File: src/rtl/pic_pkg.sv
// Shared PIC definitions: program counter width and return-stack depth.
// Used by pc_stack defaults and by the PIC top level.
package pic_pkg;

    localparam int PC_W        = 9;
    localparam int STACK_DEPTH = 2;

endpackage

File: src/rtl/stack_ptr.sv
// Return-stack pointer: modular write pointer plus saturating occupancy.
// Ports: clk_i, rst_i, push_i, pop_i -> wp_o (next write slot),
//        top_o (current top slot), count_o, empty_o, full_o.
module stack_ptr
    import pic_pkg::*;
#(
    parameter int DEPTH = STACK_DEPTH,
    localparam int PW   = $clog2(DEPTH),
    localparam int CW   = $clog2(DEPTH + 1)
) (
    input  logic          clk_i,
    input  logic          rst_i,
    input  logic          push_i,
    input  logic          pop_i,
    output logic [PW-1:0] wp_o,
    output logic [PW-1:0] top_o,
    output logic [CW-1:0] count_o,
    output logic          empty_o,
    output logic          full_o
);

    logic [PW-1:0] wp_q, wp_d;
    logic [CW-1:0] count_q, count_d;
    logic [PW-1:0] wp_inc, wp_dec;

    // Explicit wrap so non-power-of-two depths stay modular.
    assign wp_inc = (wp_q == PW'(DEPTH - 1)) ? '0 : wp_q + 1'b1;
    assign wp_dec = (wp_q == '0) ? PW'(DEPTH - 1) : wp_q - 1'b1;

    assign empty_o = (count_q == '0);
    assign full_o  = (count_q == CW'(DEPTH));
    assign wp_o    = wp_q;
    assign top_o   = wp_dec;
    assign count_o = count_q;

    always_comb begin
        wp_d    = wp_q;
        count_d = count_q;
        if (push_i && !pop_i) begin
            wp_d = wp_inc;
            if (!full_o) begin
                count_d = count_q + 1'b1;
            end
        end else if (pop_i && !push_i) begin
            // Underflow still rewinds wp so stale data wraps onto the bus.
            wp_d = wp_dec;
            if (!empty_o) begin
                count_d = count_q - 1'b1;
            end
        end
    end

    always_ff @(posedge clk_i or posedge rst_i) begin
        if (rst_i) begin
            wp_q    <= '0;
            count_q <= '0;
        end else begin
            wp_q    <= wp_d;
            count_q <= count_d;
        end
    end

endmodule

File: src/rtl/pc_stack.sv
// PIC hardware return-address stack: circular storage, top read, error flags.
// Ports: clk, rst, push, pop, push_data, clr_flags -> stack_bus, count,
//        empty, full, ovf (push while full), unf (pop while empty).
module pc_stack
    import pic_pkg::*;
#(
    parameter int DEPTH = STACK_DEPTH,
    parameter int PC_W  = pic_pkg::PC_W,
    localparam int PW   = $clog2(DEPTH),
    localparam int CW   = $clog2(DEPTH + 1)
) (
    input  logic            clk,
    input  logic            rst,
    input  logic            push,
    input  logic            pop,
    input  logic [PC_W-1:0] push_data,
    input  logic            clr_flags,
    output logic [PC_W-1:0] stack_bus,
    output logic [CW-1:0]   count,
    output logic            empty,
    output logic            full,
    output logic            ovf,
    output logic            unf
);

    logic [PC_W-1:0] mem_q [DEPTH];
    logic [PW-1:0]   wp;
    logic [PW-1:0]   top;
    logic            ovf_q, ovf_d;
    logic            unf_q, unf_d;
    logic            ovf_set, unf_set;

    stack_ptr #(
        .DEPTH (DEPTH)
    ) u_ptr (
        .clk_i   (clk),
        .rst_i   (rst),
        .push_i  (push),
        .pop_i   (pop),
        .wp_o    (wp),
        .top_o   (top),
        .count_o (count),
        .empty_o (empty),
        .full_o  (full)
    );

    // Combinational top read so the PC mux can use it during the pop cycle.
    assign stack_bus = mem_q[top];

    always_ff @(posedge clk or posedge rst) begin
        if (rst) begin
            for (int i = 0; i < DEPTH; i++) begin
                mem_q[i] <= '0;
            end
        end else if (push && pop) begin
            // Simultaneous call/return replaces the top in place.
            mem_q[top] <= push_data;
        end else if (push) begin
            mem_q[wp] <= push_data;
        end
    end

    assign ovf_set = push && !pop && full;
    assign unf_set = pop && !push && empty;

    // Set wins over a coincident clear.
    always_comb begin
        ovf_d = (ovf_q && !clr_flags) || ovf_set;
        unf_d = (unf_q && !clr_flags) || unf_set;
    end

    always_ff @(posedge clk or posedge rst) begin
        if (rst) begin
            ovf_q <= 1'b0;
            unf_q <= 1'b0;
        end else begin
            ovf_q <= ovf_d;
            unf_q <= unf_d;
        end
    end

    assign ovf = ovf_q;
    assign unf = unf_q;

endmodule

File: config.mk
export PLATFORM = sky130hd
export DESIGN_NAME = pc_stack
export DESIGN_NICKNAME = d
export VERILOG_FILES = /design/src/rtl/pic_pkg.sv /design/src/rtl/stack_ptr.sv /design/src/rtl/pc_stack.sv
export SDC_FILE = /design/constraint.sdc
export NUM_CORES = 1
export LEC_CHECK = 0
export BUFFER_PORTS_ARGS = -buffer_cell sky130_fd_sc_hd__buf_2
export CORE_MARGIN = 2
export CORE_UTILIZATION = 58
export DETAILED_ROUTE_END_ITERATION = 10
export PLACE_DENSITY = 0.83
export SETUP_SLACK_MARGIN = 0.5
export SYNTH_ARGS = -nofsm -noshare
export SYNTH_HDL_FRONTEND = slang
export SYNTH_SLANG_ARGS = --single-unit
File: constraint.sdc
create_clock -name clk -period 4.2 [get_ports clk]
set_clock_uncertainty 0.1 [all_clocks]
set_input_delay 0.21 -clock clk [delete_from_list [all_inputs] [get_ports clk]]
set_output_delay 0.21 -clock clk [all_outputs]
set_load 0.005 [all_outputs]
Word-level counts from Yosys, hierarchy flattened
Index checks and enable logic that the tools add are counted.
{"block": "word_totals", "register_bits": 23, "latchBits": 0, "ramBits": 0, "romBits": 0, "output_inout_bits": 15, "n_memories": 0}
{"block": "op_classes", "addsub": 4, "multipliers": 0, "div": 0, "order_cmp": 4, "n_eq_ne": 3, "shifts": 0, "muxes": 19, "bitwise_logic": 2, "reduce_logical": 18}
{"operator": "9-bit 2-to-1 mux", "count": 5}
{"operator": "18-bit bitwise mux", "count": 2}
{"operator": "18-bit 2-to-1 mux", "count": 2}
{"operator": "9-bit demux with 1-bit select", "count": 2}
{"operator": "1-bit logical AND", "count": 9}
{"operator": "2-bit 2-to-1 mux", "count": 4}
{"operator": "2-bit greater-or-equal comparator, second input constant", "count": 2}
{"operator": "2-bit by 1-bit less-than comparator with 1-bit output, second input constant", "count": 2}
{"operator": "1-bit 2-to-1 mux", "count": 4}
{"operator": "1-bit NOT with 2-bit output", "count": 2}
{"operator": "2-bit nonzero test", "count": 2}
{"operator": "1-bit logical NOT", "count": 3}
{"operator": "3-bit AND reduction", "count": 1}
{"operator": "2-bit by 1-bit adder with 2-bit output, second input constant", "count": 1}
{"operator": "2-bit equality test, second input constant", "count": 1}
{"operator": "2-bit logical NOT", "count": 1}
{"operator": "1-bit logical OR", "count": 2}
{"operator": "2-bit by 1-bit inequality test with 1-bit output, second input constant", "count": 1}
{"operator": "2-bit inequality test, second input constant", "count": 1}
{"operator": "2-bit by 1-bit subtractor with 2-bit output, second input constant", "count": 1}
{"operator": "1-bit adder, second input constant", "count": 1}
{"operator": "1-bit subtractor, second input constant", "count": 1}

Longest topological paths before layout
Gate-level depths: netlist (run 1).
{"block": "depth", "depth_word": 9, "depth_mapped": 6, "mapped_depth_nobuf": 5}

Modules after synthesis
A second synthesis (run 1) with hierarchy kept.
{"block": "unflattened", "hier_cells": 81, "hier_area_um2": 1137.3}
{"module": "pc_stack", "instances": 1, "cells_each": 59, "area_each_um2": 923.4}
{"module": "stack_ptr", "instances": 1, "cells_each": 22, "area_each_um2": 214.0}

Least setup slack after synthesis (run 1)
OpenSTA, ideal clock, no wires.
{"block": "synth_timing", "path_kind": "reg-to-reg", "startpoint": "register u_ptr.wp_q (netlist: u_ptr.wp_o)", "endpoint": "register mem_q[17] (netlist bit)", "setup_ps": 125, "arrival_time_ps": 1152, "required_ps": 3975, "setup_slack_ps": 2823, "path_stages_with_launch": 6, "path_buffers": 2, "period_less_slack_ps": 1377, "cell_sequence": "dfrtp_1 > buf_6 > nand2b_4 > buf_6 > o21ai_2 > mux2_4"}
{"block": "synth_via", "elab_chain_cells": 9, "elab_cells_between_ends": 18, "cone_classes": "add/sub: 1; order compare: 4; mux: 9; bitwise: 2; reduce/logical: 2"}
{"element": "start, declared", "line_no": "stack_ptr.sv:22", "text": "logic [PW-1:0] wp_q, wp_d;"}
{"element": "start signal, assigned", "line_no": "stack_ptr.sv:58", "text": "wp_q <= wp_d;"}
{"element": "1-bit subtractor", "line_no": "stack_ptr.sv:28", "text": "assign wp_dec = (wp_q == '0) ? PW'(DEPTH - 1) : wp_q - 1'b1;"}
{"element": "1-bit 2-to-1 mux", "line_no": "stack_ptr.sv:28"}
{"element": "1-bit NOT with 2-bit output (not written as such)", "line_no": "pc_stack.sv:57", "text": "mem_q[top] <= push_data;"}
{"element": "2-bit greater-or-equal comparator (not written as such) or 2-bit by 1-bit less-than comparator with 1-bit output (tied branches)", "line_no": "pc_stack.sv:57"}
{"element": "1-bit logical AND (not written as such)", "line_no": "pc_stack.sv:57"}
{"element": "9-bit 2-to-1 mux (not written as such)", "line_no": "pc_stack.sv:57"}
{"element": "9-bit demux with 1-bit select", "line_no": "pc_stack.sv:57"}
{"element": "18-bit bitwise mux", "line_no": "pc_stack.sv:57"}
{"element": "18-bit 2-to-1 mux (*)", "line_no": "pc_stack.sv:55", "text": "end else if (push && pop) begin"}
{"element": "end signal, assigned by index", "line_no": "pc_stack.sv:57"}
{"element": "end signal, assigned by index", "line_no": "pc_stack.sv:59", "text": "mem_q[wp] <= push_data;"}
{"element": "end, declared", "line_no": "pc_stack.sv:26", "text": "logic [PC_W-1:0] mem_q [DEPTH];"}
Mark *: on every way between the ends. The rest lies on a longest branch, timed or not. The select of a mux whose other input is x is not followed.
A chain may end at the register's enable or synchronous reset.

Final worst setup path (run 1)
{"block": "layout_timing", "startpoint": "register u_ptr.wp_q (netlist: u_ptr.wp_o)", "endpoint": "output stack_bus[3]"}
{"block": "layout_via", "elab_chain_cells": 6}
{"element": "1-bit subtractor", "line_no": "stack_ptr.sv:28"}
{"element": "1-bit 2-to-1 mux (*)", "line_no": "stack_ptr.sv:28"}
{"element": "1-bit NOT with 2-bit output (not written as such) (*)", "line_no": "pc_stack.sv:48", "text": "assign stack_bus = mem_q[top];"}
{"element": "9-bit 2-to-1 mux (not written as such) (*) (3 in a row)", "line_no": "pc_stack.sv:48"}
{"element": "end, declared", "line_no": "pc_stack.sv:18", "text": "output logic [PC_W-1:0] stack_bus,"}
Marks and branches as above.

==> impl_metrics.csv, run 1 <==
group,metric,value,unit
clock_network,postCtsSetupRepairBufs,0,
place,gp_congestion,0.7842,
floorplanning,ioPinCount,29,
grt,grt_usage,21.21,%
timing,rsz0062_at_grt,"no",
power_and_ir_drop,p_per_area,479.6,nW/um^2
synthesis,avgSynthCellArea,10.98,sq um
critical_path,cpPeakStageDelay,1.14,ns
timing,drv_slew,0,
timing,post-route-period-util,55.43,%
clock_network,htreeDepth,1,
clock_network,clock_path_buffers,2,
final_layout,area_delta_synth_final,10.28,%
grt,overflow,0,
detailed_routing,drt_drc_violations_left,0,
grt,grt_first_pass_wirelength,4395,um
floorplanning,die_w,53.98,um
run_status,status,"finished clean",
power_and_ir_drop,leakage,0.7116,nW
timing,fmax,429.5,MHz
final_layout,n_antenna_cell,0,
place,dpl.cell_count,180,
synthesis,synthCells,132,
clock_network,cts_tree,"built",
final_layout,mostFrequentLayoutCell,"buf_2",
detailed_routing,num_vias,1071,
critical_path,cp_top_family,"flip-flops",
timing,finalSetupTns,0,ns
detailed_routing,vias_per_cell,5.758,
floorplanning,core-area,2432,sq um
critical_path,crit_chain,"mux2_2, buf_2",
grt,grt_pass1_vias,1007,
timing,slew-limit-headroom,22.38,%
timing,min_period,2.328,ns
final_layout,layout.nets,176,
floorplanning,die_h,53.98,um
final_layout,layout-drive-gt1-share,41.03,%
clock_network,clock_latency,0.32,ns
worst_hold_path,min_path_type,"in -> reg",
timing,setup_viol,0,
critical_path,worst-path-buf-inv,1,
synthesis,synth_fp_nets,151,
place,portBuffers,28,
job,cap_violations,0,
synthesis,synth_cell_types,31,
floorplanning,rows,18,
synthesis,yosysWarningCount,0,
critical_path,cp_max_fo,37,
clock_network,path_clk_slew,0.13,ns
grt,antenna_found_initial,0,
place,dp_hpwl,1957,um
critical_path,slowest_stage,"dfrtp_1",
floorplanning,initial_core_util,59.57,%
critical_path,crit_path_start_kind,"flop",
critical_path,worst_setup_path_end_kind,"output pin",
final_layout,fillers,202,
critical_path,critPathArrivalTime,2.02,ns
synthesis,syn_area,1449,sq um
clock_network,cts_buffers,3,
final_layout,fin_cells,186,
timing,tightest_slew,1.164,ns
clock_network,clockRootBuffer,"clkbuf_4",
power_and_ir_drop,peakVddDrop,0.3571,mV
final_layout,final_cell_mix,"buf_2, dfrtp_1, mux2_2",
critical_path,crit_required,3.89,ns
timing,finalHoldViolations,0,
clock_network,clock-sinks,23,
critical_path,path_class,"reg -> out",
grt,grt_start_max_net_pins,38,
detailed_routing,routed_wl,2733,um
clock_network,ctsResizeCount,0,
detailed_routing,drtIter0Drc,14,
synthesis,ys.flop_type,"dfrtp_1",
detailed_routing,drt_pass1_iterations,4,
timing,timing.hold.ws,0.04216,ns
floorplanning,die-area,2914,sq um
synthesis,ys_ff_latch,23,
detailed_routing,wire_per_inst,14.69,um
synthesis,ys_async_sr_fraction,100.0,%
synthesis,synth_edf_count,0,
detailed_routing,ant_nets,0,
synthesis,yosysSeqAreaShare,39.72,%
registers in the layout, summed over array words and instances (netlist names):
register,flops
mem_q,18
u_ptr.count_o,2
ovf,1
u_ptr.wp_o,1
unf,1
per-layer routing:
layer / vias to the layer above / track usage (%) / share of wire [%]
met2: 24 / 35.98 / 49
met4: 0 / 7.917 / 1.9
li1: 529 / - / -
met5: - / 0 / 0
met3: 6 / 4.167 / 4.8
met1: 512 / 26.63 / 44
Yosys cell counts (3+ instances only):
library cell	n	area, sq um
dfrtp_1	23	575.6
mux2_2	18	202.7
a21oi_1	15	75.07
nor2b_1	10	62.56
a211oi_1	8	60.06
and4bb_2	8	100.1
nand2_1	6	22.52
ha_1	5	62.56
inv_1	5	18.77
buf_6	4	45.04
nor2_1	3	11.26
o21ai_0	3	15.01
report_power, final:
group	internal [mW]	total [mW]	switching, mW
Sequential	0.286	0.364	0.0783
Clock	0.0357	0.103	0.0673
Combinational	0.181	0.299	0.118
kinds of logic after synthesis:
kind of cell,after synthesis,share of synthesized area (%)
buf+inv,15,6.563
flops,23,39.72
compound gates,34,15.63
simple gates,34,17.36
mux,21,16.41
fa+ha+maj,5,4.318
path summary, 6_finish.rpt:
| kind | from | end | slack (ns) | cells past startpoint |
|---|---|---|---|---|
| worst min register to register | mem_q[0] | mem_q[0] | 0.42 | 1 |
| worst max register to register | u_ptr.wp_o | mem_q[4] | 1.95 | 3 |
| max in group asynchronous | rst | mem_q[0] | 2.98 | 3 |
| worst min-delay path | push_data[8] | mem_q[17] | 0.04 | 2 |
| min in group asynchronous | rst | mem_q[7] | 0.49 | 3 |
| worst max-delay path | u_ptr.wp_o | stack_bus[3] | 1.87 | 2 |
cell type report:
class,count,area (sq um),share of cell area [%]
multi-input cells,94,778.2,48.71
flip-flops and latches,23,575.6,36.02
repair buffers,30,160.2,10.02
well taps,30,37.54,2.349
clock buffers,3,22.52,1.410
inverters,5,18.77,1.175
clock inverters,1,5.005,0.3132
per-stage QoR:
step / setup slack [ns] / power (mW) / util (%) / instance area, sq um
global route: 1.761 / 0.8249 / 65.69 / 1598
finish: 1.872 / 0.7663 / 65.69 / 1598
CTS: 1.899 / 0.7703 / 65.69 / 1598
detailed placement: 1.918 / 0.6690 / 63.73 / 1550
global placement: 2.013 / 0.6479 / 63.73 / 1550
floorplan: 2.823 / 0.5793 / - / 1449
what timing repair did:
item	CTS	global route
endpoints found under the setup margin	0	0
hold endpoints to repair	25	0
hold buffers	2	0
Note: power is estimated with default switching activity, not from simulation.
==> run 2: changes to the inputs <==
Settings changed: CORE_UTILIZATION 58 to 54, PLACE_DENSITY 0.83 to 0.79.
Clock period 4.2 ns to 2.43 ns, I/O delays scaled along.
==> impl_metrics.csv, run 2 (synthesis gave the netlist of run 1 again) <==
group,metric,value,unit
run_status,status,"finished clean",
detailed_routing,num_vias,1145,
place,portBuffers,28,
timing,finalHoldViolations,0,
floorplanning,core-area,2500,sq um
final_layout,mostFrequentLayoutCell,"buf_2",
final_layout,layout-drive-gt1-share,39.64,%
grt,grt_start_max_net_pins,24,
grt,overflow,0,
place,gp_congestion,0.8213,
power_and_ir_drop,p_comb_share,42.7,%
timing,slew-limit-headroom,42.29,%
detailed_routing,drt_pass1_iterations,4,
critical_path,worst-path-buf-inv,2,
final_layout,area_delta_synth_final,18.48,%
detailed_routing,met2WireLength,1438,um
detailed_routing,routed_wl,2945,um
floorplanning,die_h,55.80,um
detailed_routing,wire_per_inst,14.80,um
critical_path,crit_required,2.21,ns
final_layout,register_area,575.6,sq um
detailed_routing,m1WireLength,1339,um
place,dp_hpwl,2112,um
grt,grt_first_pass_wirelength,4905,um
power_and_ir_drop,p_total,1.359,mW
timing,finalSetupTns,0,ns
clock_network,clock_path_buffers,2,
detailed_routing,vias_per_cell,5.754,
floorplanning,ioPinCount,29,
power_and_ir_drop,clockPowerShare,13.5,%
floorplanning,initial_core_util,57.96,%
power_and_ir_drop,peakVddDrop,0.5811,mV
power_and_ir_drop,p_int,0.8918,mW
final_layout,final_cell_mix,"buf_2, dfrtp_1, mux2_2",
final_layout,fillers,202,
critical_path,critPathArrivalTime,1.62,ns
timing,fmax,544.0,MHz
floorplanning,die-area,3114,sq um
clock_network,cts_tree,"built",
critical_path,crit_chain,"buf_4, mux2_2, buf_2",
detailed_routing,top_layer,"met4",
critical_path,worst_setup_path_end_kind,"output pin",
timing,tightest_slew,0.8647,ns
critical_path,cp_top_family,"flip-flops",
timing,post-route-period-util,75.65,%
final_layout,largest_register,"mem_q",
grt,antenna_found_initial,0,
critical_path,slowest_stage,"dfrtp_1",
clock_network,cts_buffers,3,
critical_path,cpPeakStageDelay,0.54,ns
power_and_ir_drop,power_frac_seq,43.9,%
final_layout,multiInputGateArea,778.2,sq um
floorplanning,die_w,55.80,um
final_layout,n_antenna_cell,0,
detailed_routing,met3_length,100,um
critical_path,cp_max_fo,16,
worst_hold_path,min_path_type,"in -> reg",
grt,grt_pass1_vias,1127,
clock_network,postCtsSetupRepairBufs,0,
timing,rsz0062_at_grt,"no",
clock_network,clockRootBuffer,"clkbuf_4",
final_layout,largest_register_ff_count,18,
critical_path,path_class,"reg -> out",
timing,setup_viol,0,
critical_path,crit_path_start_kind,"flop",
clock_network,htreeDepth,1,
power_and_ir_drop,leakage,0.7666,nW
timing,drv_slew,0,
clock_network,clock-sinks,23,
detailed_routing,drt_drc_violations_left,0,
power_and_ir_drop,p_sw,0.4669,mW
power_and_ir_drop,p_per_area,791.5,nW/um^2
detailed_routing,ant_nets,0,
grt,grt_usage,20.05,%
job,cap_violations,0,
detailed_routing,drtIter0Drc,23,
clock_network,path_clk_slew,0.12,ns
power_and_ir_drop,switching_share,34.36,%
clock_network,clock_latency,0.31,ns
floorplanning,rows,18,
timing,min_period,1.838,ns
final_layout,layout.nets,189,
==> run 2: cell count changes in the layout (fill, tap and decap cells not counted) <==
cell           delta
clkinv_2          -1
buf_4             +4
clkbuf_1          +1
dlygate4sd3_1     +9
==> run 2: path summary, 6_finish.rpt <==
| check | startpoint | to | slack [ns] | depth (start not counted) |
|---|---|---|---|---|
| max | u_ptr.wp_o | stack_bus[3] | 0.59 | 3 |
| min | pop | u_ptr.wp_o | 0.13 | 3 |
| max reg2reg | u_ptr.wp_o | mem_q[2] | 0.80 | 3 |
| min reg2reg | mem_q[6] | mem_q[6] | 0.42 | 1 |
| max in group asynchronous | rst | mem_q[10] | 1.29 | 3 |
| min in group asynchronous | rst | mem_q[13] | 0.40 | 3 |
==> run 2: final cells by class <==
cell class | instances | area share (%)
Sequential cell | 23 | 33.53
Multi-Input combinational cell | 94 | 45.34
Tap cell | 30 | 2.187
Timing Repair Buffer | 43 | 16.33
Inverter | 5 | 1.093
Clock buffer | 4 | 1.531
==> run 2: per-layer routing <==
metal / vias up / GRT usage [%]
met5: - / 0
met3: 7 / 3.953
met2: 24 / 33.84
met1: 559 / 24.63
met4: 0 / 9.059
li1: 555 / -
==> run 2: stage by stage <==
| step | setup slack (ns) | utilization, % | area, sq um | hold slack (ns) | cells |
|---|---|---|---|---|---|
| after detailed placement | 0.6639 | 63.21 | 1580 | 0.2158 | 184 |
| after global placement | 0.7150 | 63.21 | 1580 | 0.2193 | 184 |
| after global routing | 0.5324 | 68.67 | 1717 | 0.1367 | 199 |
| final | 0.5917 | 68.67 | 1717 | 0.1330 | 199 |
| after floorplan | 1.053 | - | 1449 | 0.02342 | 132 |
| after CTS | 0.5951 | 68.67 | 1717 | 0.1351 | 199 |
==> run 2: timing repair <==
action | CTS | global route
hold buffers | 11 | 0
resized for setup | 0 | 0
hold endpoints to repair | 35 | 0
==> run 2: worst reg2reg max path: stages (launching register included) <==
cell     delay, ns
dfrtp_1       0.51
buf_4         0.24
a21oi_4       0.30
mux2_2        0.38
==> run 2: power groups by stage <==
stage	registers (mW)	logic [mW]	clock network (mW)
2_1_floorplan	0.568	0.433	0
3_3_place_gp	0.589	0.552	0
3_5_place_dp	0.605	0.568	0
4_1_cts	0.596	0.585	0.184
5_1_grt	0.613	0.636	0.207
6_report	0.596	0.580	0.183
==> run 3: changes to the inputs <==
Clock period 2.43 ns to 1.7 ns, I/O delays scaled along.
==> impl_metrics.csv, run 3 (synthesis gave the netlist of run 1 again) <==
group,metric,value,unit
run_status,status,"finished clean",
critical_path,crit_chain,"buf_6, mux2_4, buf_6",
critical_path,crit_required,1.51,ns
final_layout,layout.nets,215,
critical_path,worst-path-buf-inv,2,
clock_network,path_clk_slew,0.14,ns
power_and_ir_drop,peakVddDrop,1.046,mV
clock_network,htreeDepth,1,
floorplanning,core-area,2500,sq um
timing,drv_slew,0,
detailed_routing,routed_wl,4411,um
timing,rsz0062_at_grt,"yes",
final_layout,layout-drive-gt1-share,57.44,%
place,dpl.cell_count,188,
grt,antenna_found_initial,0,
critical_path,slowest_stage,"dfrtp_2",
worst_hold_path,min_path_type,"in -> reg",
final_layout,finalInstanceArea,2155,sq um
place,gp_congestion,0.7360,
timing,tightest_slew,0.4336,ns
place,portBuffers,28,
power_and_ir_drop,p_per_area,1243,nW/um^2
timing,slew-limit-headroom,71.09,%
critical_path,crit_path_frequent_cell,"buf_6",
timing,finalHoldViolations,0,
timing,setup_viol,0,
critical_path,cp_max_fo,7,
final_layout,mostFrequentLayoutCell,"buf_6",
timing,setup_slack,0.09710,ns
final_layout,fin_cells,225,
grt,grt_pass1_vias,1357,
job,cap_violations,0,
place,dp_hpwl,2073,um
power_and_ir_drop,p_total,2.679,mW
clock_network,cts_buffers,3,
detailed_routing,drt_drc_violations_left,0,
grt,grt_usage,27.55,%
detailed_routing,ant_nets,0,
power_and_ir_drop,leakage,1.006,nW
floorplanning,die_h,55.80,um
floorplanning,rows,18,
clock_network,cts_tree,"built",
grt,grt_start_max_net_pins,24,
clock_network,clock_path_buffers,2,
floorplanning,initial_core_util,57.96,%
critical_path,path_class,"reg -> out",
critical_path,cpPeakStageDelay,0.50,ns
final_layout,largest_register_ff_count,18,
timing,post-route-period-util,94.29,%
timing,min_period,1.603,ns
critical_path,critPathArrivalTime,1.42,ns
final_layout,area_delta_synth_final,48.70,%
final_layout,n_antenna_cell,0,
timing,finalSetupTns,0,ns
critical_path,crit_path_start_kind,"flop",
final_layout,fillers,108,
timing,fmax,623.9,MHz
place,dpl_cell_area,1633,sq um
detailed_routing,num_vias,1319,
detailed_routing,drt_pass1_iterations,4,
clock_network,clockRootBuffer,"clkbuf_4",
grt,overflow,0,
detailed_routing,drtIter0Drc,40,
final_layout,final_cell_mix,"buf_6, dfrtp_1, buf_2",
floorplanning,ioPinCount,29,
clock_network,clock_latency,0.32,ns
floorplanning,die_w,55.80,um
critical_path,worst_setup_path_end_kind,"output pin",
detailed_routing,vias_per_cell,5.862,
grt,grt_first_pass_wirelength,6630,um
final_layout,largest_register,"mem_q",
place,dpl_worst_slack,0.1561,ns
detailed_routing,wire_per_inst,19.60,um
critical_path,cp_top_family,"flip-flops",
clock_network,clock-sinks,23,
floorplanning,die-area,3114,sq um
run 3: cell types whose count changed in the layout (fill, tap and decap cells not counted), moves of 2 or more:
cell      previous run  this run
buf_6                0        21
mux2_2              18         3
buf_4                4        18
a211oi_2             1         9
a211oi_1             8         0
a21oi_1             15        13
buf_2               28        19
dfrtp_1             23        20
mux2_4               1        16
dfrtp_2              0         3
run 3: path summary, 6_finish.rpt:
kind | start | to | slack, ns | cells after the start
max in group asynchronous | rst | u_ptr.wp_o | 1.02 | 4
setup reg to reg | u_ptr.wp_o | mem_q[6] | 0.15 | 5
min in group asynchronous | rst | mem_q[15] | 0.21 | 4
setup / recovery | u_ptr.wp_o | stack_bus[4] | 0.1 | 3
hold reg to reg | mem_q[3] | mem_q[3] | 0.44 | 1
hold / removal | pop | u_ptr.wp_o | 0.11 | 3
run 3: metal layers:
| layer | up-vias | share of wire, % | GRT usage (%) |
|---|---|---|---|
| li1 | 607 | - | - |
| met1 | 655 | 42 | 34.38 |
| met2 | 47 | 52 | 48.30 |
| met3 | 10 | 3.8 | 2.558 |
| met4 | 0 | 2.1 | 11.85 |
| met5 | - | 0 | 0 |
run 3: worst reg2reg max path, delay by kind of cell (launching register included):
family                 cells  cell delay (ns)
AO/OA/AOI/OAI              2             0.23
buffers and inverters      2             0.31
multiplexers               1             0.34
flip-flops                 1             0.49
run 3: power by group:
| group | switching, mW | internal (mW) | total, mW |
|---|---|---|---|
| combinational | 0.562 | 0.947 | 1.51 |
| sequential | 0.175 | 0.713 | 0.888 |
| clock | 0.193 | 0.0884 | 0.282 |
run 3: layout make-up:
type / count / area (sq um) / share of cell area [%]
clock inverter: 1 / 5.005 / 0.2323
timing repair buffer: 69 / 576.8 / 26.77
multi-input combinational: 94 / 914.6 / 42.45
tap: 30 / 37.54 / 1.742
clock buffer: 3 / 22.52 / 1.045
sequential: 23 / 579.3 / 26.89
inverter: 5 / 18.77 / 0.8711
run 3: per-stage QoR:
step,hold slack [ns],util [%]
after floorplan,-0.01308,-
after global placement,0.03434,65.32
after detailed placement,0.04209,65.32
after CTS,0.07692,83.58
after global routing,0.1140,86.19
final,0.1083,86.19
run 3: timing repair:
| item | CTS | global route |
|---|---|---|
| cloned | 0 | 0 |
| setup buffers | 19 | 3 |
| gates resized for setup | 43 | 10 |
| hold endpoints to repair | 42 | 0 |
| hold buffers | 11 | 0 |
| endpoints found under the setup margin | 30 | 32 |
| pin swaps | 7 | 6 |
